**config.mk**
```make
export PLATFORM = sky130hd
export DESIGN_NAME = ue14500_seq
export DESIGN_NICKNAME = d
export VERILOG_FILES = /design/src/rtl/ue14500_seq.sv
export SDC_FILE = /design/constraint.sdc
export NUM_CORES = 1
export LEC_CHECK = 0
export CAP_MARGIN = 25
export CELL_PAD_IN_SITES_DETAIL_PLACEMENT = 1
export CELL_PAD_IN_SITES_GLOBAL_PLACEMENT = 1
export CORE_MARGIN = 5
export CORE_UTILIZATION = 35
export DETAILED_ROUTE_END_ITERATION = 6
export PLACE_DENSITY_LB_ADDON = 0.1
export SLEW_MARGIN = 30
export SYNTH_ARGS = -nofsm -noshare
export SYNTH_HDL_FRONTEND = slang
export SYNTH_SLANG_ARGS = --single-unit
export TNS_END_PERCENT = 50
```
**constraint.sdc**
```tcl
create_clock -name clk -period 4.6 [get_ports clk]
set_input_delay 0.46 -clock clk [delete_from_list [all_inputs] [get_ports clk]]
set_output_delay 0.46 -clock clk [all_outputs]
set_load 0.03 [all_outputs]
```
**src/rtl/ue14500_seq.sv**
```systemverilog
// Instruction sequencer for a UE14500-style 1-bit core: fetches 8-bit words,
// strobes the core, and handles JMP/RTN through a small return stack.
module ue14500_seq #(
    parameter int ADDR_W      = 8,
    parameter int STACK_DEPTH = 4
) (
    input  logic              clk,
    input  logic              rst,
    input  logic              run,
    output logic [ADDR_W-1:0] mem_addr,
    output logic              mem_rd,
    input  logic              mem_ack,
    input  logic [7:0]        mem_data,
    output logic [3:0]        core_instr,
    output logic [3:0]        core_oper,
    output logic              core_step,
    output logic              halted,
    output logic              err
);

    localparam int CNT_W = $clog2(STACK_DEPTH + 1);
    localparam int PTR_W = (STACK_DEPTH > 1) ? $clog2(STACK_DEPTH) : 1;

    localparam logic [3:0] OP_JMP  = 4'hC;
    localparam logic [3:0] OP_RTN  = 4'hD;
    localparam logic [3:0] OP_NOPF = 4'hF;

    typedef enum logic [1:0] {S_HALT, S_FETCH, S_EXEC, S_TGT} state_t;

    state_t            r_state;
    state_t            w_next;
    logic [ADDR_W-1:0] r_pc;
    logic [7:0]        r_ir;
    logic [ADDR_W-1:0] r_stack [STACK_DEPTH];
    logic [CNT_W-1:0]  r_cnt;
    logic              r_err;

    logic [ADDR_W-1:0] w_pc_inc;
    logic [ADDR_W-1:0] w_tgt;
    logic [ADDR_W-1:0] w_top;
    logic [PTR_W-1:0]  w_push_idx;
    logic [PTR_W-1:0]  w_top_idx;
    logic              w_empty;
    logic              w_full;
    logic [3:0]        w_op;

    assign w_pc_inc   = r_pc + ADDR_W'(1);
    assign w_empty    = (r_cnt == '0);
    assign w_full     = (r_cnt == CNT_W'(STACK_DEPTH));
    assign w_push_idx = PTR_W'(r_cnt);
    assign w_top_idx  = PTR_W'(r_cnt - CNT_W'(1));
    assign w_top      = r_stack[w_top_idx];
    assign w_op       = r_ir[7:4];

    // Jump targets are a full data word, zero-extended for wide address spaces.
    if (ADDR_W > 8) begin : g_tgt_wide
        assign w_tgt = {{(ADDR_W - 8){1'b0}}, mem_data};
    end else begin : g_tgt_narrow
        assign w_tgt = mem_data[ADDR_W-1:0];
    end

    always_ff @(posedge clk) begin
        if (rst) r_state <= S_HALT;
        else     r_state <= w_next;
    end

    always_comb begin
        w_next     = r_state;
        mem_rd     = 1'b0;
        core_step  = 1'b0;
        core_instr = 4'h0;
        core_oper  = 4'h0;
        case (r_state)
            S_HALT: begin
                if (run) w_next = S_FETCH;
            end
            S_FETCH: begin
                mem_rd = 1'b1;
                if (mem_ack) w_next = S_EXEC;
            end
            S_EXEC: begin
                core_step  = 1'b1;
                core_instr = r_ir[7:4];
                core_oper  = r_ir[3:0];
                case (w_op)
                    OP_JMP:  w_next = S_TGT;
                    OP_RTN:  w_next = w_empty ? S_HALT : S_FETCH;
                    OP_NOPF: w_next = S_HALT;
                    default: w_next = S_FETCH;
                endcase
            end
            S_TGT: begin
                mem_rd = 1'b1;
                if (mem_ack) w_next = w_full ? S_HALT : S_FETCH;
            end
            default: w_next = S_HALT;
        endcase
    end

    // NOTE: sequential state uses non-blocking assignments so every register
    // samples the pre-edge values of its neighbours.
    always_ff @(posedge clk) begin
        if (rst) begin
            r_pc  <= '0;
            r_ir  <= 8'h00;
            r_cnt <= '0;
            r_err <= 1'b0;
        end else begin
            case (r_state)
                S_HALT: begin
                    if (run) r_err <= 1'b0;
                end
                S_FETCH: begin
                    if (mem_ack) r_ir <= mem_data;
                end
                S_EXEC: begin
                    r_pc <= w_pc_inc;
                    if (w_op == OP_RTN) begin
                        if (w_empty) begin
                            r_err <= 1'b1;
                        end else begin
                            r_pc  <= w_top;
                            r_cnt <= r_cnt - CNT_W'(1);
                        end
                    end
                end
                S_TGT: begin
                    if (mem_ack) begin
                        if (w_full) begin
                            r_err <= 1'b1;
                        end else begin
                            r_pc  <= w_tgt;
                            r_cnt <= r_cnt + CNT_W'(1);
                        end
                    end
                end
                default: ;
            endcase
        end
    end

    // NOTE: the stack array has no reset; the count alone decides validity,
    // which keeps this a plain register file without a reset network.
    always_ff @(posedge clk) begin
        if (!rst && r_state == S_TGT && mem_ack && !w_full)
            r_stack[w_push_idx] <= w_pc_inc;
    end

    assign mem_addr = r_pc;
    assign halted   = (r_state == S_HALT);
    assign err      = r_err;

endmodule

```
# Yosys cells after proc, flatten, opt, wreduce, memory -nomap -nowiden
# Memory sizes are Yosys's and may differ from the RTL's.
# Index checks and enable logic that the tools add are counted.
[classes] muxes=29 shift=0 n_bitwise=0 n_lt_le_gt_ge=0 n_addsub=3 n_eq_ne=15 div_mod_pow=0 reduce_logical=15 mul=0
[op_table] op="$mux W8" count=4
[op_table] op="$ne A2 B2 Y1 const B" count=8
[op_table] op="$pmux W8 S2" count=1
[op_table] op="$eq A4 B4 Y1 const B" count=3
[op_table] op="$mux W3" count=4
[op_table] op="$mux W1" count=11
[op_table] op="$add A8 B1 Y8 const B" count=1
[op_table] op="$mux W4" count=2
[op_table] op="$pmux W2 S4" count=1
[op_table] op="$mux W2" count=3
[op_table] op="$pmux W2 S3" count=1
[op_table] op="$pmux W3 S2" count=1
[op_table] op="$reduce_and A3 Y1" count=2
[op_table] op="$reduce_and A6 Y1" count=1
[op_table] op="$reduce_and A5 Y1" count=1
[op_table] op="$eq A2 B2 Y1 const B" count=2
[op_table] op="$add A3 B1 Y3 const B" count=1
[op_table] op="$eq A3 B3 Y1 const B" count=1
[op_table] op="$logic_and A1 B1 Y1" count=3
[op_table] op="$logic_not A3 Y1" count=1
[op_table] op="$pmux W1 S3" count=1
[op_table] op="$reduce_bool A3 Y1" count=1
[op_table] op="$sub A3 B1 Y3 const B" count=1
[op_table] op="$eq A2 B1 Y1 const B" count=1
[op_table] op="other kinds (5)" count=6
[totals] latchBits=0 mem_bits_ro=0 n_memories=1 mem_bits_rw=32 inputBits=12 register_bits=22
[mem_list] memory="r_stack" words=4 width=8 read_ports=1 rd_clocked_by_memory_dff=0 wr=1 line="34" rtl="logic [ADDR_W-1:0] r_stack [STACK_DEPTH];"

# Logic depth before layout (Yosys ltp)
[logic_depth] ltp_word=6 mapped_depth=8 mapped_depth_nobuf=6

# Worst setup path before layout
# OpenSTA, ideal clock, no wires.
[synth_timing] path_kind="flip-flop to flip-flop" startpoint="register r_cnt[0]" endpoint="register r_pc[4], in the netlist mem_addr[4]" t_arrival_ps=2150 path_stages_with_launch=9 n_path_buf=2 setup_slack_ps=2333 cell_sequence="dfxtp_1 buf_6 inv_1 ha_1 clkbuf_1 mux4_2 and3_1 a211o_1 a32o_1"
[synth_via] elab_chain_len=5 elab_cells_between_ends=9 cone_classes="1 x add/sub; 2 x eq/ne; 3 x mux; 2 x reduce/logical; 1 x memory"
[synth_lines] item="start, declared" line="35" rtl="logic [CNT_W-1:0] r_cnt;"
[synth_lines] item="start signal, assigned" line="123" rtl="r_cnt <= r_cnt - CNT_W'(1);"
[synth_lines] item="start signal, assigned" line="133" rtl="r_cnt <= r_cnt + CNT_W'(1);"
[synth_lines] item="$sub A3 B1 Y3"
[synth_lines] item="$mem_v2 Z4 W8"
[synth_lines] item="$mux W8" line="119" rtl="if (w_empty) begin"
[synth_lines] item="$mux W8" line="118" rtl="if (w_op == OP_RTN) begin"
[synth_lines] item="$pmux W8 S2" line="109" rtl="case (r_state)"
[synth_lines] item="end signal, assigned" line="117" rtl="r_pc <= w_pc_inc;"
[synth_lines] item="end signal, assigned" line="122" rtl="r_pc <= w_top;"
[synth_lines] item="end signal, assigned" line="132" rtl="r_pc <= w_tgt;"
[synth_lines] item="end, declared" line="32" rtl="logic [ADDR_W-1:0] r_pc;"
# Several ways; a longest one is shown, not always the timed one.
# A chain may end at the register's enable or synchronous reset.

# Final worst setup path
[layout_timing] startpoint="register r_state[0]" endpoint="output mem_rd"
[layout_via] elab_chain_len=3 elab_cells_between_ends=4 cone_classes="2 x eq/ne; 1 x mux; 1 x reduce/logical"
[layout_lines] item="start, declared" line="30" rtl="state_t r_state;"
[layout_lines] item="start signal, assigned" line="64" rtl="else r_state <= w_next;"
[layout_lines] item="$eq A2 B2 Y1 or $eq A2 B1 Y1 (tied branches)" line="73" rtl="case (r_state)"
[layout_lines] item="$reduce_or A2 Y1 (no source line) (*)"
[layout_lines] item="$mux W1 (*)" line="73"
[layout_lines] item="end, declared" line="11" rtl="output logic mem_rd,"
# Every way passes the cells marked *; elsewhere a longest branch is shown, timed or not.

==> impl_metrics.tcl <==
set metrics [dict create \
    power_frac_seq 0.484 \
    clk_latency_ns 0.32 \
    layout_common_cells "edfxtp_1, clkdlybuf4s50_1, dfxtp_1" \
    yosysTopAreaCellShare 0.366 \
    io_pins 32 \
    critPathLaunchType "flip-flop" \
    synthSimpleGateAreaFrac 0.163 \
    fin_crit_sh 0.575 \
    grt_max_degree 27 \
    maxCapViolCount 0 \
    drt_wl_total_um 6490 \
    fin_ws_ns 1.95 \
    row_count 31 \
    p_sw_frac 0.342 \
    setup_violations 0 \
    place.gp.congestion 0.782 \
    routed_via_density 5.34 \
    combPwrFrac 0.274 \
    fp.coreArea_um2 7290 \
    antenna_found_initial 0 \
    synth-xor-area-share 0.0133 \
    worstMarginPinSlew_ns 0.737 \
    end_kind "primary output" \
    maxSlewViolCount 0 \
    hpwl_um 4640 \
    internal-power_uw 786 \
    synth.distinct_cells 38 \
    grt_pass1_vias 1974 \
    dr.pass1.iters 4 \
    htree_levels 2 \
    avgSynthCellArea_um2 11.7 \
    fin_worst_skew_ns 0.00666 \
    fillers 821 \
    globalRouteOverflowTotal 0 \
    cts_tree "yes" \
    crit_type "flip-flop to primary output" \
    clk_pin_slew_ns 0.10 \
    synth_seq_area_share 0.533 \
    root_buffer "clkbuf_8" \
    drtIter0Drc 89 \
    area_growth_syn_to_layout_pct 17.8 \
    die_h_um 96.7 \
    synthAdderAreaFrac 0.0524 \
    status "finished clean" \
    die_w_um 96.7 \
    antenna_cells 0 \
    synth_seq_cells 54 \
    wire_per_inst_um 18.6 \
    synth_top_area_cell "edfxtp_1" \
    synth_cells 225 \
    clockBufferDepth 2 \
    drtAntennaViolNets 0 \
    dieArea_um2 9340 \
    track_usage 0.142 \
    layout.nets 273 \
    critPathRequiredTime_ns 4.14 \
    grt_pass1_wl_um 10700 \
    fmax_mhz 378 \
    tns_ns 0 \
    synth_warnings 0 \
    critPathMaxFanout 26 \
    cts_setup_buffers 0 \
    postCtsHoldBufs 0 \
    cts_resized 0 \
    post-place-ws_ns 1.88 \
    num_vias 1869 \
    p_sw_uw 409 \
    min_path_type "flip-flop to flip-flop" \
    synth_mux_area_frac 0.0795 \
    p_per_area_nw_per_um2 386 \
    period_needed_ns 2.65 \
    max_slew_margin 0.507 \
    synthTopCellsByArea "edfxtp_1, dfxtp_1, ha_1, mux4_1, nand3_1" \
    numCtsBuffers 5 \
    p_leak_nw 1.09 \
    mostFrequentLayoutCell "edfxtp_1" \
    rsz0062_at_grt "false" \
    worst_ep_arrival_time_ns 2.19 \
    synth_top_family_by_area "simple AND/OR/NAND/NOR gates" \
    synth_area_um2 2630 \
    final_hold_viol_count 0 \
    syn_nets 248 \
    initial_utilization 0.361 \
    power_frac_clock 0.242 \
    ir_drop_mv 0.159 \
    drive_gt1_frac 0.0518 \
    port_buffers 31 \
    cts_sinks 54 \
    drc_errors 0 \
    synth_compound_area_frac 0.124 \
]
metal layers:
layer,global-route usage,share of wire,wire length [µm]
met1,0.197,0.50,3240
met2,0.220,0.45,2940
met3,0.0288,0.030,198
met4,0.0497,0.019,122
met5,0,0,0
kinds of logic after synthesis:
logic type                 after synthesis
AOI/OAI and AO/OA                       47
xor gates and xnor gates                 4
adders and majority gates               11
buffers and inverters                   20
DFF                                     54
muxes                                    9
and+or+nand+nor                         80
per-stage QoR:
| step | instances | utilization | hold slack [ns] | area, µm² | power [mW] |
|---|---|---|---|---|---|
| after floorplan | 225 | - | 0.428 | 2630 | 0.811 |
| after global placement | 342 | 0.411 | 0.442 | 3000 | 0.914 |
| after detailed placement | 342 | 0.411 | 0.446 | 3000 | 0.918 |
| after CTS | 350 | 0.424 | 0.462 | 3090 | 1.21 |
| after global routing | 350 | 0.425 | 0.484 | 3100 | 1.26 |
| final | 350 | 0.425 | 0.460 | 3100 | 1.20 |
worst max-delay path, cell delays in order (launching register included):
cell             delay (ns)
dfxtp_1                0.42
ha_2                   0.57
nor2_1                 0.14
inv_1                  0.08
clkdlybuf4s50_1        0.66
Yosys cell counts:
| library cell | number |
|---|---|
| mux4_1 | 5 |
| nand3_1 | 19 |
| nor2_1 | 4 |
| mux2i_1 | 1 |
| mux4_2 | 3 |
| and3_1 | 4 |
| clkbuf_1 | 7 |
| and2_1 | 13 |
| o21ai_0 | 8 |
| buf_1 | 2 |
| a211oi_1 | 1 |
| a311oi_1 | 1 |
| xor2_1 | 2 |
| a21boi_1 | 1 |
| a211o_1 | 5 |
| inv_1 | 7 |
| o32ai_1 | 1 |
| a21oi_1 | 15 |
| buf_6 | 2 |
| or3_2 | 1 |
| nor3_1 | 2 |
| ha_1 | 11 |
| nand2_1 | 17 |
| a32o_1 | 8 |
| buf_2 | 2 |
| dfxtp_1 | 22 |
| nor2b_1 | 2 |
| nand4_1 | 1 |
| o21a_1 | 1 |
| a31oi_1 | 2 |
| edfxtp_1 | 32 |
| nand2b_1 | 11 |
| or3_1 | 4 |
| and4b_1 | 1 |
| o31a_1 | 3 |
| or4_1 | 1 |
| o31ai_1 | 1 |
| xnor2_1 | 2 |
layout make-up:
type | instances | area [µm²] | area share
Tap cell | 99 | 124 | 0.0400
Multi-Input combinational cell | 151 | 1140 | 0.367
Inverter | 7 | 26.3 | 0.00848
Sequential cell | 54 | 1400 | 0.453
Clock inverter | 3 | 28.8 | 0.00929
Clock buffer | 5 | 68.8 | 0.0222
Timing Repair Buffer | 31 | 310 | 0.100
power by group through the flow:
stage          combinational (mW)  sequential (mW)  clock [mW]
2_1_floorplan               0.226            0.585           0
3_3_place_gp                0.325            0.589           0
3_5_place_dp                0.329            0.590           0
4_1_cts                     0.331            0.579       0.302
5_1_grt                     0.359            0.584       0.322
6_report                    0.327            0.578       0.289
final timing paths:
path / slack [ns] / endpoint / cells past startpoint / from
worst max register to register: 1.96 / mem_addr[4] / 6 / r_cnt[0]
worst min-delay path: 0.46 / r_ir[0] / 2 / r_ir[0]
worst min register to register: 0.46 / r_ir[0] / 2 / r_ir[0]
worst max-delay path: 1.95 / mem_rd / 4 / r_state[0]
registers in the layout, indices dropped and copies added (netlist names):
register and cells:
r_stack 32, mem_addr 8, r_ir 8, r_cnt 3
r_state 2, err 1
(Power assumes the default switching activity.)
==> patch: new RTL, same settings <==
Put one more register stage on the output `err`, with the module's reset. The value now appears one clock later. The other outputs are not delayed to match.
--- a/src/rtl/ue14500_seq.sv
+++ b/src/rtl/ue14500_seq.sv
@@ -150,3 +150,9 @@
     assign halted   = (r_state == S_HALT);
-    assign err      = r_err;
+    always_ff @(posedge clk) begin
+        if (rst) begin
+            err <= '0;
+        end else begin
+            err <= r_err;
+        end
+    end
 
Check against the original RTL: not equivalent (a bounded check fails within 4 cycles, from zero or initial values and one cycle with rst high).
==> patch against the original RTL <==
Wire length up 0.40%. Area after synthesis rose by 0.71%. Sequential cell count rose by 1. Critical path depth is the same. Largest power group unchanged. Worst setup slack got worse by 0.043 ns. Maximum frequency shrank 1.6%. Total power up 6.6%. Cell area up 1.5%.
==> patch: results (changes against the original RTL) <==
Placed design
  – Area after DPL: 3020 µm² (+0.79%)
  – Detail Placement HPWL: 4.52 mm (-2.7%)
  – DP Worst Slack: 1.99 ns (+0.115 ns)

Setup path
  – Worst R2R Setup Slack: 2.01 ns (+0.05 ns)
  – Worst Path Max Fanout: 17 (-35%)
  – CP Data Arrival Time: 2.23 ns (+0.04 ns)

STA
  – Rel. slew slack: 46.5% (-4.2 points)
  – Worst clock skew: 0.00421 ns (-0.00245 ns)

Pwr
  – Peak VDD IR: 144 µV (-10%)
  – Leakage power: 1.06 nW (-2.6%)

Route
  – Wirelength per Cell: 18.2 µm (-1.8%)
  – Vias: 1826 (-2.3%)
  – Violation count after the first detailed-route iteration: 59 (-34%)

Synth
  – Async SR Flop Fraction: 0% (unchanged)
  – Syn Area/Cell: 11.5 µm² (-1.9%)
  – Proportion of synthesized chip area in sequential cells: 53.7% (+0.38 points)
  – Post-synth top cells: edfxtp_1 (32), nand2_1 (24), dfxtp_1 (23)

Global routing
  – First-pass GRT wire length: 10.6 mm (-0.52%)
  – Largest net degree at the start of global routing: 26 (-3.7%)
  – All-Layer GR Usage: 14.3% (+0.11 points)

Cells and area
  – Nets: 281 (+2.9%)
  – Layout cells sized above 1: 10.0% (+4.9 points)
  – Number of fillers in the final layout: 814 (-0.85%)

Clock network
  – Clk buf depth: 2 (unchanged)

Min path
  – Hold Path Origin: r_ir[1]
  – Hold worst-path end: r_ir[1]

Status
  – Status: finished, final reports clean
patch: cell types whose count changed after synthesis, sizes merged, moves of 4 or more:
cell,unedited run,this run
nand2b,11,2
a32o,8,1
inv,7,14
nand2,17,24
a21oi,15,21
nand3,19,13
a211o,5,0
nor2,4,9
or3,5,0
a211oi,1,5
and3,4,0
mux2,0,4
patch: cell type report:
cell class | instances | area [µm²] | area share [%]
repair buffers | 32 | 318 | 10.1
well taps | 99 | 124 | 3.94
clock buffers | 6 | 82.6 | 2.63
inverters | 14 | 52.6 | 1.67
flip-flops and latches | 55 | 1420 | 45.2
clock inverters | 2 | 38.8 | 1.23
multi-input cells | 150 | 1110 | 35.2
patch: worst max path at each step:
stage	endpoint	slack, ns	cells after the start
2_1_floorplan	mem_addr[1]	2.53	8
6_report	core_instr[2]	1.91	4
3_5_place_dp	mem_addr[1]	1.99	6
3_3_place_gp	mem_rd	2.02	4
5_1_grt	core_oper[2]	1.76	4
4_1_cts	mem_rd	1.65	4
patch: worst max-delay path, delay by kind of cell (launching register included):
kind,cells,cell delay [ns]
adder cells (fa/ha/maj),1,0.55
AND/OR/NAND/NOR,1,0.22
buffers and inverters,2,0.79
flip-flops,1,0.37
patch: cell families (layout without fill, tap and decap cells):
group / after synthesis / count (layout) / synth area share, %
adder cells (fa/ha/maj): 11 / 11 / 5.20
XOR/XNOR: 9 / 9 / 2.98
AO/OA/AOI/OAI: 44 / 44 / 10.6
AND/OR/NAND/NOR: 72 / 72 / 13.7
buffers and inverters: 26 / 54 / 4.58
flip-flops: 55 / 55 / 53.7
multiplexers: 14 / 14 / 9.26
patch: layer usage:
| metal | vias up | share of wire (%) | track usage [%] |
|---|---|---|---|
| met3 | 5 | 2.5 | 3.09 |
| met5 | - | 0 | 0 |
| met2 | 20 | 46 | 21.6 |
| met1 | 928 | 51 | 20.6 |
| li1 | 873 | - | - |
| met4 | 0 | 1.0 | 3.89 |
patch: through the flow:
stage / hold WS, ns / util [%] / cells
final: 0.457 / 43.1 / 358
after global placement: 0.440 / 41.4 / 350
after detailed placement: 0.444 / 41.4 / 350
after global routing: 0.482 / 43.1 / 358
after floorplan: 0.432 / - / 231
after CTS: 0.459 / 43.1 / 358
patch: power breakdown:
group | internal [mW] | leakage [nW] | total (mW) | switching [mW]
Sequential | 0.550 | 0.462 | 0.591 | 0.0405
Combinational | 0.141 | 0.538 | 0.334 | 0.193
Clock | 0.179 | 0.0618 | 0.349 | 0.170
